[src/rtl/stage4mo.sv]
// Memory-operation stage between execute and write-back; issues at most one load/store per instruction.
// Latency: 1 cycle for non-memory ops; memory ops complete the cycle after mem_ack (or abort on timeout).
// Backpressure: stall_out is high for every WAIT cycle, including the ack cycle; upstream holds its outputs.
//
// Ports: execute-side inputs (*_in) and stall_out; data-memory req/ack bus (mem_*);
//        registered write-back bundle (*_out) plus a one-cycle fault_out pulse on memory timeout.
module stage4mo #(
    parameter int DATA_W  = 12,
    parameter int TIMEOUT = 16
) (
    input  logic              clk,
    input  logic              rst,
    input  logic              enable_in,
    input  logic              flush_in,
    input  logic [DATA_W-1:0] pc_in,
    input  logic [DATA_W-1:0] instr_in,
    input  logic [DATA_W-1:0] result_in,
    input  logic [DATA_W-1:0] store_data_in,
    input  logic [3:0]        flags_in,
    input  logic [3:0]        reg_waddr_in,
    input  logic              mem_rd_in,
    input  logic              mem_wr_in,
    output logic              stall_out,
    output logic              mem_req,
    output logic              mem_we,
    output logic [DATA_W-1:0] mem_addr,
    output logic [DATA_W-1:0] mem_wdata,
    input  logic              mem_ack,
    input  logic [DATA_W-1:0] mem_rdata,
    output logic              enable_out,
    output logic [DATA_W-1:0] pc_out,
    output logic [DATA_W-1:0] instr_out,
    output logic [DATA_W-1:0] result_out,
    output logic [3:0]        flags_out,
    output logic [3:0]        reg_waddr_out,
    output logic              fault_out
);

    localparam int CW = (TIMEOUT > 1) ? $clog2(TIMEOUT) : 1;
    // Last counter value before abort; only meaningful when TIMEOUT > 0.
    localparam logic [CW-1:0] TO_LAST = CW'(TIMEOUT - 1);

    typedef enum logic {IDLE, WAIT} state_t;

    state_t state, state_nxt;

    logic [DATA_W-1:0] hold_pc;
    logic [DATA_W-1:0] hold_instr;
    logic [3:0]        hold_flags;
    logic [3:0]        hold_waddr;
    logic              hold_load;   // result comes from mem_rdata
    logic              kill;        // flush seen while in flight
    logic [CW-1:0]     cnt;

    logic pass, start, complete, abort;

    assign stall_out = (state == WAIT);

    always_ff @(posedge clk or negedge rst) begin
        if (!rst) state <= IDLE;
        else      state <= state_nxt;
    end

    always_comb begin
        state_nxt = state;
        pass      = 1'b0;
        start     = 1'b0;
        complete  = 1'b0;
        abort     = 1'b0;
        case (state)
            IDLE: begin
                if (enable_in && !flush_in) begin
                    if (mem_rd_in || mem_wr_in) begin
                        start     = 1'b1;
                        state_nxt = WAIT;
                    end else begin
                        pass = 1'b1;
                    end
                end
            end
            WAIT: begin
                // An ack in the final timeout cycle takes priority over the abort.
                if (mem_ack) begin
                    complete  = 1'b1;
                    state_nxt = IDLE;
                end else if (TIMEOUT > 0 && cnt == TO_LAST) begin
                    abort     = 1'b1;
                    state_nxt = IDLE;
                end
            end
            default: state_nxt = IDLE;
        endcase
    end

    always_ff @(posedge clk or negedge rst) begin
        if (!rst) begin
            mem_req       <= 1'b0;
            mem_we        <= 1'b0;
            mem_addr      <= '0;
            mem_wdata     <= '0;
            enable_out    <= 1'b0;
            pc_out        <= '0;
            instr_out     <= '0;
            result_out    <= '0;
            flags_out     <= '0;
            reg_waddr_out <= '0;
            fault_out     <= 1'b0;
            hold_pc       <= '0;
            hold_instr    <= '0;
            hold_flags    <= '0;
            hold_waddr    <= '0;
            hold_load     <= 1'b0;
            kill          <= 1'b0;
            cnt           <= '0;
        end else begin
            fault_out <= abort;
            if (pass) begin
                enable_out    <= 1'b1;
                pc_out        <= pc_in;
                instr_out     <= instr_in;
                result_out    <= result_in;
                flags_out     <= flags_in;
                reg_waddr_out <= reg_waddr_in;
            end else if (start) begin
                hold_pc    <= pc_in;
                hold_instr <= instr_in;
                hold_flags <= flags_in;
                hold_waddr <= reg_waddr_in;
                // Both rd and wr set is treated as a store.
                hold_load  <= mem_rd_in & ~mem_wr_in;
                mem_addr   <= result_in;
                mem_wdata  <= store_data_in;
                mem_we     <= mem_wr_in;
                mem_req    <= 1'b1;
                enable_out <= 1'b0;
                kill       <= 1'b0;
                cnt        <= '0;
            end else if (complete) begin
                mem_req       <= 1'b0;
                pc_out        <= hold_pc;
                instr_out     <= hold_instr;
                result_out    <= hold_load ? mem_rdata : mem_addr;
                flags_out     <= hold_flags;
                reg_waddr_out <= hold_waddr;
                enable_out    <= ~(kill | flush_in);
            end else if (abort) begin
                mem_req    <= 1'b0;
                enable_out <= 1'b0;
            end else if (state == WAIT) begin
                // Bus stays untouched; a flush only marks the result as dead.
                cnt        <= cnt + CW'(1);
                enable_out <= 1'b0;
                if (flush_in) kill <= 1'b1;
            end else begin
                enable_out <= 1'b0;
            end
        end
    end

endmodule

[config.mk]
export PLATFORM = sky130hd
export DESIGN_NAME = stage4mo
export DESIGN_NICKNAME = d
export VERILOG_FILES = /design/src/rtl/stage4mo.sv
export SDC_FILE = /design/constraint.sdc
export NUM_CORES = 1
export LEC_CHECK = 0
export ABC_AREA = 1
export ABC_CLOCK_PERIOD_IN_PS = 3200
export CORE_ASPECT_RATIO = 0.75
export CORE_MARGIN = 8
export CORE_UTILIZATION = 40
export DETAILED_ROUTE_END_ITERATION = 8
export DONT_BUFFER_PORTS = 1
export GPL_TIMING_DRIVEN = 0
export PLACE_DENSITY_LB_ADDON = 0.12
export SKIP_CTS_REPAIR_TIMING = 1
export SLEW_MARGIN = 20
export SYNTH_ARGS = -nofsm -noshare
export SYNTH_HDL_FRONTEND = slang
export SYNTH_SLANG_ARGS = --single-unit
[constraint.sdc]
create_clock -name clk -period 3.2 [get_ports clk]
set_input_delay 0.64 -clock clk [delete_from_list [all_inputs] [get_ports clk]]
set_output_delay 0.64 -clock clk [all_outputs]
set_load 0.05 [all_outputs]
## Yosys cells after proc, flatten, opt, wreduce, memory -nomap -nowiden

Cells that the tools add are included.

| word-level totals | value |
|---|---|
| register bits after elaboration | 111 |
| output and inout port bits | 73 |
| word-level logic and storage cells | 87 |

| cells by class | value |
|---|---|
| muxes and demuxes | 45 |
| bitwise gates (word level) | 6 |
| eq/ne operators | 4 |
| reduce and logical (&&, ||, !) cells | 12 |
| add/sub/neg operators | 1 |

Operator list:

| operator | number |
|---|---|
| two-way mux 12 bit | 10 |
| two-way mux 4 bit | 10 |
| two-way mux 1 bit | 24 |
| inequality test 2 bit (second input constant) | 3 |
| AND reduction 2 bit | 3 |
| nonzero test 2 bit | 3 |
| AND reduction 5 bit | 1 |
| adder 4 x 1 -> 4 bit (second input constant) | 1 |
| equality test 4 bit (second input constant) | 1 |
| inverter 1 bit | 4 |
| AND reduction 4 bit | 1 |
| nonzero test 3 bit | 1 |
| one-hot mux 1 bit (2 select lines) | 1 |
| AND 1 bit | 1 |
| logical AND 1 bit | 1 |
| logical NOT 1 bit | 1 |
| logical OR 1 bit | 1 |
| bitwise OR 1 bit | 1 |

## Logic depth before layout (Yosys ltp)

| depth | value |
|---|---|
| depth after elaboration | 7 |
| gate-level depth with buffers | 7 |
| mapped depth without buffers | 7 |

## Least setup slack after synthesis

OpenSTA, ideal clock, no wires.

| timing | value |
|---|---|
| kind | reg2reg |
| start point | register state, in the netlist stall_out |
| end point | register pc_out[10] |
| cell stages (with the launch flop) | 7 |
| path slack | 1,713 ps |
| arrival time | 1,360 ps |
| data required time | 3,073 ps |
| path buffers | 2 |
| cells stage by stage | dfrtp_1 > nor2_2 > nand3_1 > buf_4 > buf_4 > nand3_1 > nand3_1 |

| on the way | value |
|---|---|
| cells in the longest elaborated chain, start to end | 3 |

RTL lines:

| element | line | source |
|---|---|---|
| start: declaration | 45 | `state_t state, state_nxt;` |
| start signal: assignment | 61 | `else state <= state_nxt;` |
| two-way mux 1 bit | 70 | `case (state)` |
| inequality test 2 bit (no line) or nonzero test 2 bit (tied branches) | -- |  |
| AND reduction 2 bit (no line) | -- |  |
| end signal: assignment | 119 | `pc_out <= pc_in;` |
| end signal: assignment | 140 | `pc_out <= hold_pc;` |
| end: declaration | 31 | `output logic [DATA_W-1:0] pc_out,` |

Parallel ways exist; a longest one is shown, timed or not.
A chain may end at the register's enable or synchronous reset.

## Worst setup path in the final report

| timing | value |
|---|---|
| start point | register state, in the netlist stall_out |
| end point | register result_out[8] |

| on the way | value |
|---|---|
| cells in the longest elaborated chain, start to end | 3 |

RTL lines:

| element | line | source |
|---|---|---|
| two-way mux 1 bit | 70 |  |
| inequality test 2 bit (no line) or nonzero test 2 bit (tied branches) | -- |  |
| AND reduction 2 bit (no line) | -- |  |
| end signal: assignment | 121 | `result_out <= result_in;` |
| end signal: assignment | 142 | `result_out <= hold_load ? mem_rdata : mem_addr;` |
| end: declaration | 33 | `output logic [DATA_W-1:0] result_out,` |

Parallel ways exist; a longest one is shown, timed or not.

==> results.md <==
Final layout:
- For this run, the post-layout net count is 656.
- The post-route netlist has 7.877% of its cells at a drive strength greater than 1.
- The final cell count without fillers is 746.
- Summing all non-filler instances in the final layout gives an area of 5218 um^2.
- The repair_antennas step left the layout with diodes totalling 0.
- The area growth from synthesis to final layout is 10.32%.
- The fraction of the core area covered by cells at the end of the flow is 45.09%.

Clocking:
- The register clock-pin slew on the reported worst setup and hold paths is 70 ps.
- The H-tree was split into 3 levels.
- The root buffer cell chosen for the clock tree is clkbuf_16.
- The TritonCTS buffer count is 9.
- The maximum buffer depth of the clock tree is 2.
- The later pin in the worst-skew pair is clocked with a latency of 340 ps.
- The TritonCTS clock tree is done.
- The tree built by TritonCTS fans out to 111 sinks.

Placement:
- The placed cell count is 731.
- The estimated wirelength of the detail-placed design is 9.303 mm.
- Buffers placed on the I/O ports in this run total 0.
- The final weighted congestion in routability-driven placement is 0.7493.
- The post-detailed-placement cell area is 4932 um^2.
- Timing analysis after detailed placement gives a worst setup slack of 1317 ps.

Floorplanning:
- The floorplan die height is 110.2 um.
- The placement row count is 34.
- 148 I/O pins were placed.
- The initial utilization of the core area, before any placement, comes to 40.87%.
- The area of the core region is 11570 um^2.
- The area of the die is 15600 um^2.
- Measured along the x axis, the die boundary spans 141.6 um.

Setup path:
- STA classifies the critical path endpoint as a flop.
- The beginning of the worst register-to-register path is stall_out.
- The setup path with the least slack is of type flop to flop.
- The capture point of the worst path is result_out[8].
- The required time at the worst-slack endpoint is 3480 ps.
- The largest fanout on the critical path is 10.
- The most critical setup path has its startpoint at stall_out.
- Walking the worst path, the cells encountered are nand2_2 > inv_2 > buf_2 > nand2_1 > nand3_1.
- The number of cell instances on the worst register-to-register path is 5.
- The worst reg2reg path endpoint is result_out[8].
- In this design, the stage delay of the slowest critical-path cell is 730 ps.
- The worst setup path is launched from a flop.
- The worst endpoint data arrival time is 2120 ps.
- The worst setup slack for register-to-register paths is 1360 ps.
- The cell with the largest stage delay on the worst path is dfrtp_1.

Drt:
- The routed length per instance is 17.31 um.
- The DRC violations left is 0.
- The number of vias after detailed routing is 3638.
- Dividing the detail-routed via count by the number of cells gives 4.877.
- The violation count after the first detailed-route iteration is 282.
- The first TritonRoute pass finished after 4 iterations.
- The count of nets left with antenna violations once routing finished came out at 0.
- The final wirelength is 12.92 mm.

Synthesis:
- The synthesized netlist net count is 645.
- In this run, synthesis produced a sequential element count of 111.
- Synthesis produced 569 cells.
- During synthesis, Yosys emitted a total of 0 warnings.
- The post-synth design cell area is 4730 um^2.
- For this run, the register share of the synthesized area comes to 58.73%.
- The average instance in the mapped netlist occupies 8.312 um^2.
- The count of different cell masters after synthesis is 23.

STA:
- The number of failing setup endpoints in the final timing report is 0.
- The top achievable clock speed is 0.5425 GHz.
- The tightest hold path in the finished design has a slack of -8.259 ps.
- Setup repair after global routing left no endpoint under its margin.
- The worst-margin pin slew is 613.5 ps.
- After layout, the minimum clock period comes to 1843 ps.
- The max-slew violation count is 0.
- The worst relative slew slack is 59.10%.
- The final-layout setup total negative slack is 0 ps.
- The worst setup margin is 1357 ps.
- After layout, the worst path uses 57.60% of the clock period.
- On the final layout, the worst clock skew is 4.725 ps.
- The number of failing hold endpoints at the final stage is 5.

Global route:
- The number of antenna violations at the first check in global routing was 0.
- For this run, the total global-route usage over all layers was measured as 17.19%.
- The via count of the first global-routing pass is 3732.
- Summed over all layers, the global routing overflow is 0.
- The first global-routing pass estimated 21.00 mm of wire.
- Entering global routing, the biggest net connects 112 pins.

Status:
- The flow ran to the end, but the final reports show violations.
- The final reports fail on negative hold slack.

Run:
- Max-cap violations in this run came to 0.

Hold path:
- The class of the tightest hold or removal check is input pin to async pin.

Pwr:
- The leakage power is 2.689 nW.
- The worst-case IR drop observed on VDD is 0.3242 mV.
- The power density over the cells is 856.4 nW/um^2.
- Total power for the finished layout comes to 4.468 mW.
## state kept, by name, indices dropped and copies added (netlist names), 12 cells and up
signal      flops
mem_wdata      12
result_out     12
hold_pc        12
pc_out         12
mem_addr       12
hold_instr     12
instr_out      12
## cell usage in the layout (no fill, tap or decap), drive strengths merged
| master | netlist | routed |
|---|---|---|
| clkbuf | 3 | 16 |
| nand4 | 4 | 4 |
| nand2 | 273 | 273 |
| o21ai | 26 | 26 |
| clkinvlp | 0 | 2 |
| or2 | 1 | 1 |
| dfrtp | 111 | 111 |
| xor2 | 1 | 1 |
| a21oi | 1 | 1 |
| inv | 27 | 27 |
| nor3 | 1 | 1 |
| nor2 | 4 | 4 |
| o31ai | 1 | 1 |
| o211ai | 1 | 1 |
| buf | 28 | 28 |
| nand3 | 86 | 86 |
| ha | 1 | 1 |
## per-layer routing
layer | global-route usage [%] | part of all wire [%]
met1 | 22.45 | 45
met2 | 26.78 | 46
met3 | 6.325 | 8.5
met4 | 4.278 | 0.77
met5 | 0 | 0
## how the worst min path moves through the flow
stage / to / slack, ps
finish: result_out[7] / -8
detailed placement: result_out[7] / 350
floorplan: cnt[0] / 340
global route: result_out[7] / -30
global placement: result_out[7] / 350
CTS: result_out[7] / -30
## cell type report
cell class | count | area [um^2]
sequential | 111 | 2778
fill | 1172 | 6354
clock buffer | 13 | 270.3
tap | 162 | 202.7
buffer | 31 | 162.7
clock inverter | 2 | 15.01
multi-input combinational | 400 | 1688
inverter | 27 | 101.3
## cell usage after synthesis
master / count / area share (%)
a21oi_1: 1 / 0.11
buf_1: 3 / 0.24
buf_2: 19 / 2.0
buf_4: 6 / 0.95
clkbuf_1: 3 / 0.24
dfrtp_1: 111 / 59
ha_1: 1 / 0.26
inv_1: 24 / 1.9
inv_2: 3 / 0.24
nand2_1: 272 / 22
nand2_2: 1 / 0.13
nand3_1: 85 / 9.0
nand3_2: 1 / 0.21
nand4_1: 4 / 0.53
nor2_1: 3 / 0.24
nor2_2: 1 / 0.13
nor3_1: 1 / 0.11
o211ai_1: 1 / 0.16
o21ai_0: 21 / 2.2
o21ai_1: 5 / 0.53
o31ai_1: 1 / 0.16
or2_2: 1 / 0.13
xor2_1: 1 / 0.19
## cells by family (layout without fill, tap and decap cells)
group | after synthesis | count (layout) | synth area share [%]
DFF | 111 | 111 | 58.73
adders and majority gates | 1 | 1 | 0.2645
buffers and inverters | 58 | 73 | 5.582
xor gates and xnor gates | 1 | 1 | 0.1852
AOI/OAI and AO/OA | 29 | 29 | 3.175
and+or+nand+nor | 369 | 369 | 32.06
## critical path: cells and delay by family, from the launching register on
family	cells	cell delay, ps
flops	1	730
buf+inv	2	550
simple gates	3	490
## where the power goes
part | total (mW) | internal, mW | switching (mW)
logic | 0.504 | 0.214 | 0.290
registers | 2.89 | 1.73 | 1.16
clock network | 1.07 | 0.589 | 0.486
Note: power is estimated with default switching activity, not from simulation.
==> patch, RTL diff (same settings) <==
`DATA_W`: 12 -> 16.
--- a/src/rtl/stage4mo.sv
+++ b/src/rtl/stage4mo.sv
@@ -5,7 +5,7 @@
 // Ports: execute-side inputs (*_in) and stall_out; data-memory req/ack bus (mem_*);
 //        registered write-back bundle (*_out) plus a one-cycle fault_out pulse on memory timeout.
 module stage4mo #(
-    parameter int DATA_W  = 12,
+    parameter int DATA_W  = 16,
     parameter int TIMEOUT = 16
 ) (
     input  logic              clk,
Ports: changed (10 resized); port bits go from 148 to 188. The function was not compared with the original's and may differ.
==> patch against the original RTL <==
- the flow still finishes with violations (negative hold slack)
- power grew 45%
- synthesized area grew 24%
- final area grew 30%
- combinational power is 25% higher
- synthesized cell count up 23%
- clock skew rose by 2.9 ps
- sequential cell count is 28 higher
- critical path type unchanged
- first-iteration DRC count rose by 20%
- wire length grew 34%
- critical path depth did not move
- non-clock buffer count grew 12
- global-route usage increased by 1.4 points
- worst setup slack worse by 77 ps
==> patch: results (changes against the original RTL) <==
| Metric | Value |
|---|---|
| Status | finished with violations |
| Deepest level of the CTS H-tree | 4 (+1) |
| Critical path arrival | 2260 ps (+140 ps) |
| Syn Nets | 796 (+23%) |
| Slew HR | 56.8% (-2.3 points) |
| Final hold viol count | 139 (+134) |
| Final Skew | 7.59 ps (+2.86 ps) |
| Largest net degree at the start of global routing | 140 (+25%) |
| NetSw | 2.61 mW (+35%) |
| Largest stage delay on the critical path | 630 ps (-100 ps) |
| Root buf cell | clkbuf_16 |
| Total GRT Usage | 18.6% (+1.4 points) |
| FILL cells | 1431 (+22%) |
| 1st-iter DRT viols | 338 (+20%) |
| Via count | 4687 (+29%) |
| Worst hold slack | -76.1 ps (-67.9 ps) |
| Clk Latency, worst-skew pair | 410 ps (+70 ps) |
| Diodes inserted | 0 (unchanged) |
| Seq/Total Area, Yosys | 59.2% (+0.51 points) |
| Nets@finish | 815 (+24%) |
| Leakage power | 3.45 nW (+28%) |
| Netlist cell types | 19 (-17%) |
| Worst vdd ir | 0.000512 V (+58%) |
| PortBufs | 0 (unchanged) |
| CTS Buf Count | 17 (+8) |
| Synth area leaders | dfrtp_1 (59%), nand2_1 (20%), nand3_1 (10%), o21ai_0 (2.0%), nor2_1 (1.9%) |
| GP Congestion | 0.782 (+4.3%) |
| Max Cap Viol | 0 (unchanged) |
| Failing checks | negative hold slack |
| DPL Wire Length | 12300 um (+33%) |
| Initial DRT Pass Iterations | 5 (+1) |
| Layout cell share with drive strength beyond 1 | 8.88% (+1.0 points) |
| WL/cell | 18.5 um (+6.9%) |
| First-pass GRT wire length | 26800 um (+28%) |
| Main synth FF type | dfrtp_1 |
| Most frequent cells after synthesis | nand2_1 (313), dfrtp_1 (139), nand3_1 (118), nor2_1 (30), o21ai_0 (24) |
==> patch: cell count changes after synthesis, sizes merged, moves of 8 or more <==
cell    before  now
clkbuf       3   11
dfrtp      111  139
inv         27   18
nand2      273  313
nand3       86  120
nor2         4   31
==> patch: worst paths after layout <==
| kind | from | to | slack (ps) | cells past startpoint |
|---|---|---|---|---|
| setup / recovery | stall_out$_DFF_PN0_ | instr_out[9]$_DFFE_PN0P_ | 1280 | 5 |
| hold / removal | rst | mem_wdata[2]$_DFFE_PN0P_ | -80 | 0 |
| setup reg to reg | stall_out$_DFF_PN0_ | instr_out[9]$_DFFE_PN0P_ | 1280 | 5 |
| hold reg to reg | hold_pc[8]$_DFFE_PN0P_ | hold_pc[8]$_DFFE_PN0P_ | 480 | 2 |
| max in group asynchronous | rst | result_out[15]$_DFFE_PN0P_ | 3100 | 0 |
| min in group clk | mem_ack | fault_out$_DFF_PN0_ | 300 | 1 |
==> patch: power groups by stage <==
stage / Clock, mW / Sequential [mW] / Combinational, mW
6_report: 2.17 / 3.67 / 0.632
5_1_grt: 2.28 / 3.74 / 0.749
4_1_cts: 2.20 / 3.69 / 0.644
3_5_place_dp: 0 / 3.72 / 0.641
3_3_place_gp: 0 / 3.71 / 0.609
2_1_floorplan: 0 / 3.57 / 0.509
==> patch: stage by stage <==
step	instances	setup slack (ps)	power, mW	hold slack, ps	area, um2
2_1_floorplan	700	1680	4.08	344	5870
3_3_place_gp	900	1270	4.32	348	6120
3_5_place_dp	900	1300	4.36	347	6120
4_1_cts	932	1260	6.54	-96.6	6770
5_1_grt	932	1120	6.76	-103	6770
6_report	932	1280	6.47	-76.1	6770
==> patch: critical path: cells and delay by family (launching register included) <==
family | cells | cell delay (ps)
buffers and inverters | 2 | 740
DFF | 1 | 630
and+or+nand+nor | 3 | 490
==> patch: layout make-up <==
class	count	share of cell area, %
clock buffers	21	6.80
flip-flops and latches	139	51.3
clock inverters	11	2.83
multi-input cells	500	31.0
inverters	18	0.997
well taps	200	3.69
plain buffers	43	3.34
==> patch: cell families after synthesis <==
logic type      synth area share [%]
flops                           59.2
fa+ha+maj                      0.213
simple gates                    32.6
compound gates                  2.90
buf+inv                         5.01
==> patch: layer usage <==
layer | vias up | GRT usage, % | share of wire (%)
met5 | - | 0 | 0
met4 | 0 | 6.29 | 1.5
met3 | 15 | 6.73 | 9.1
met2 | 171 | 28.7 | 46
met1 | 2236 | 23.8 | 43
li1 | 2265 | - | -
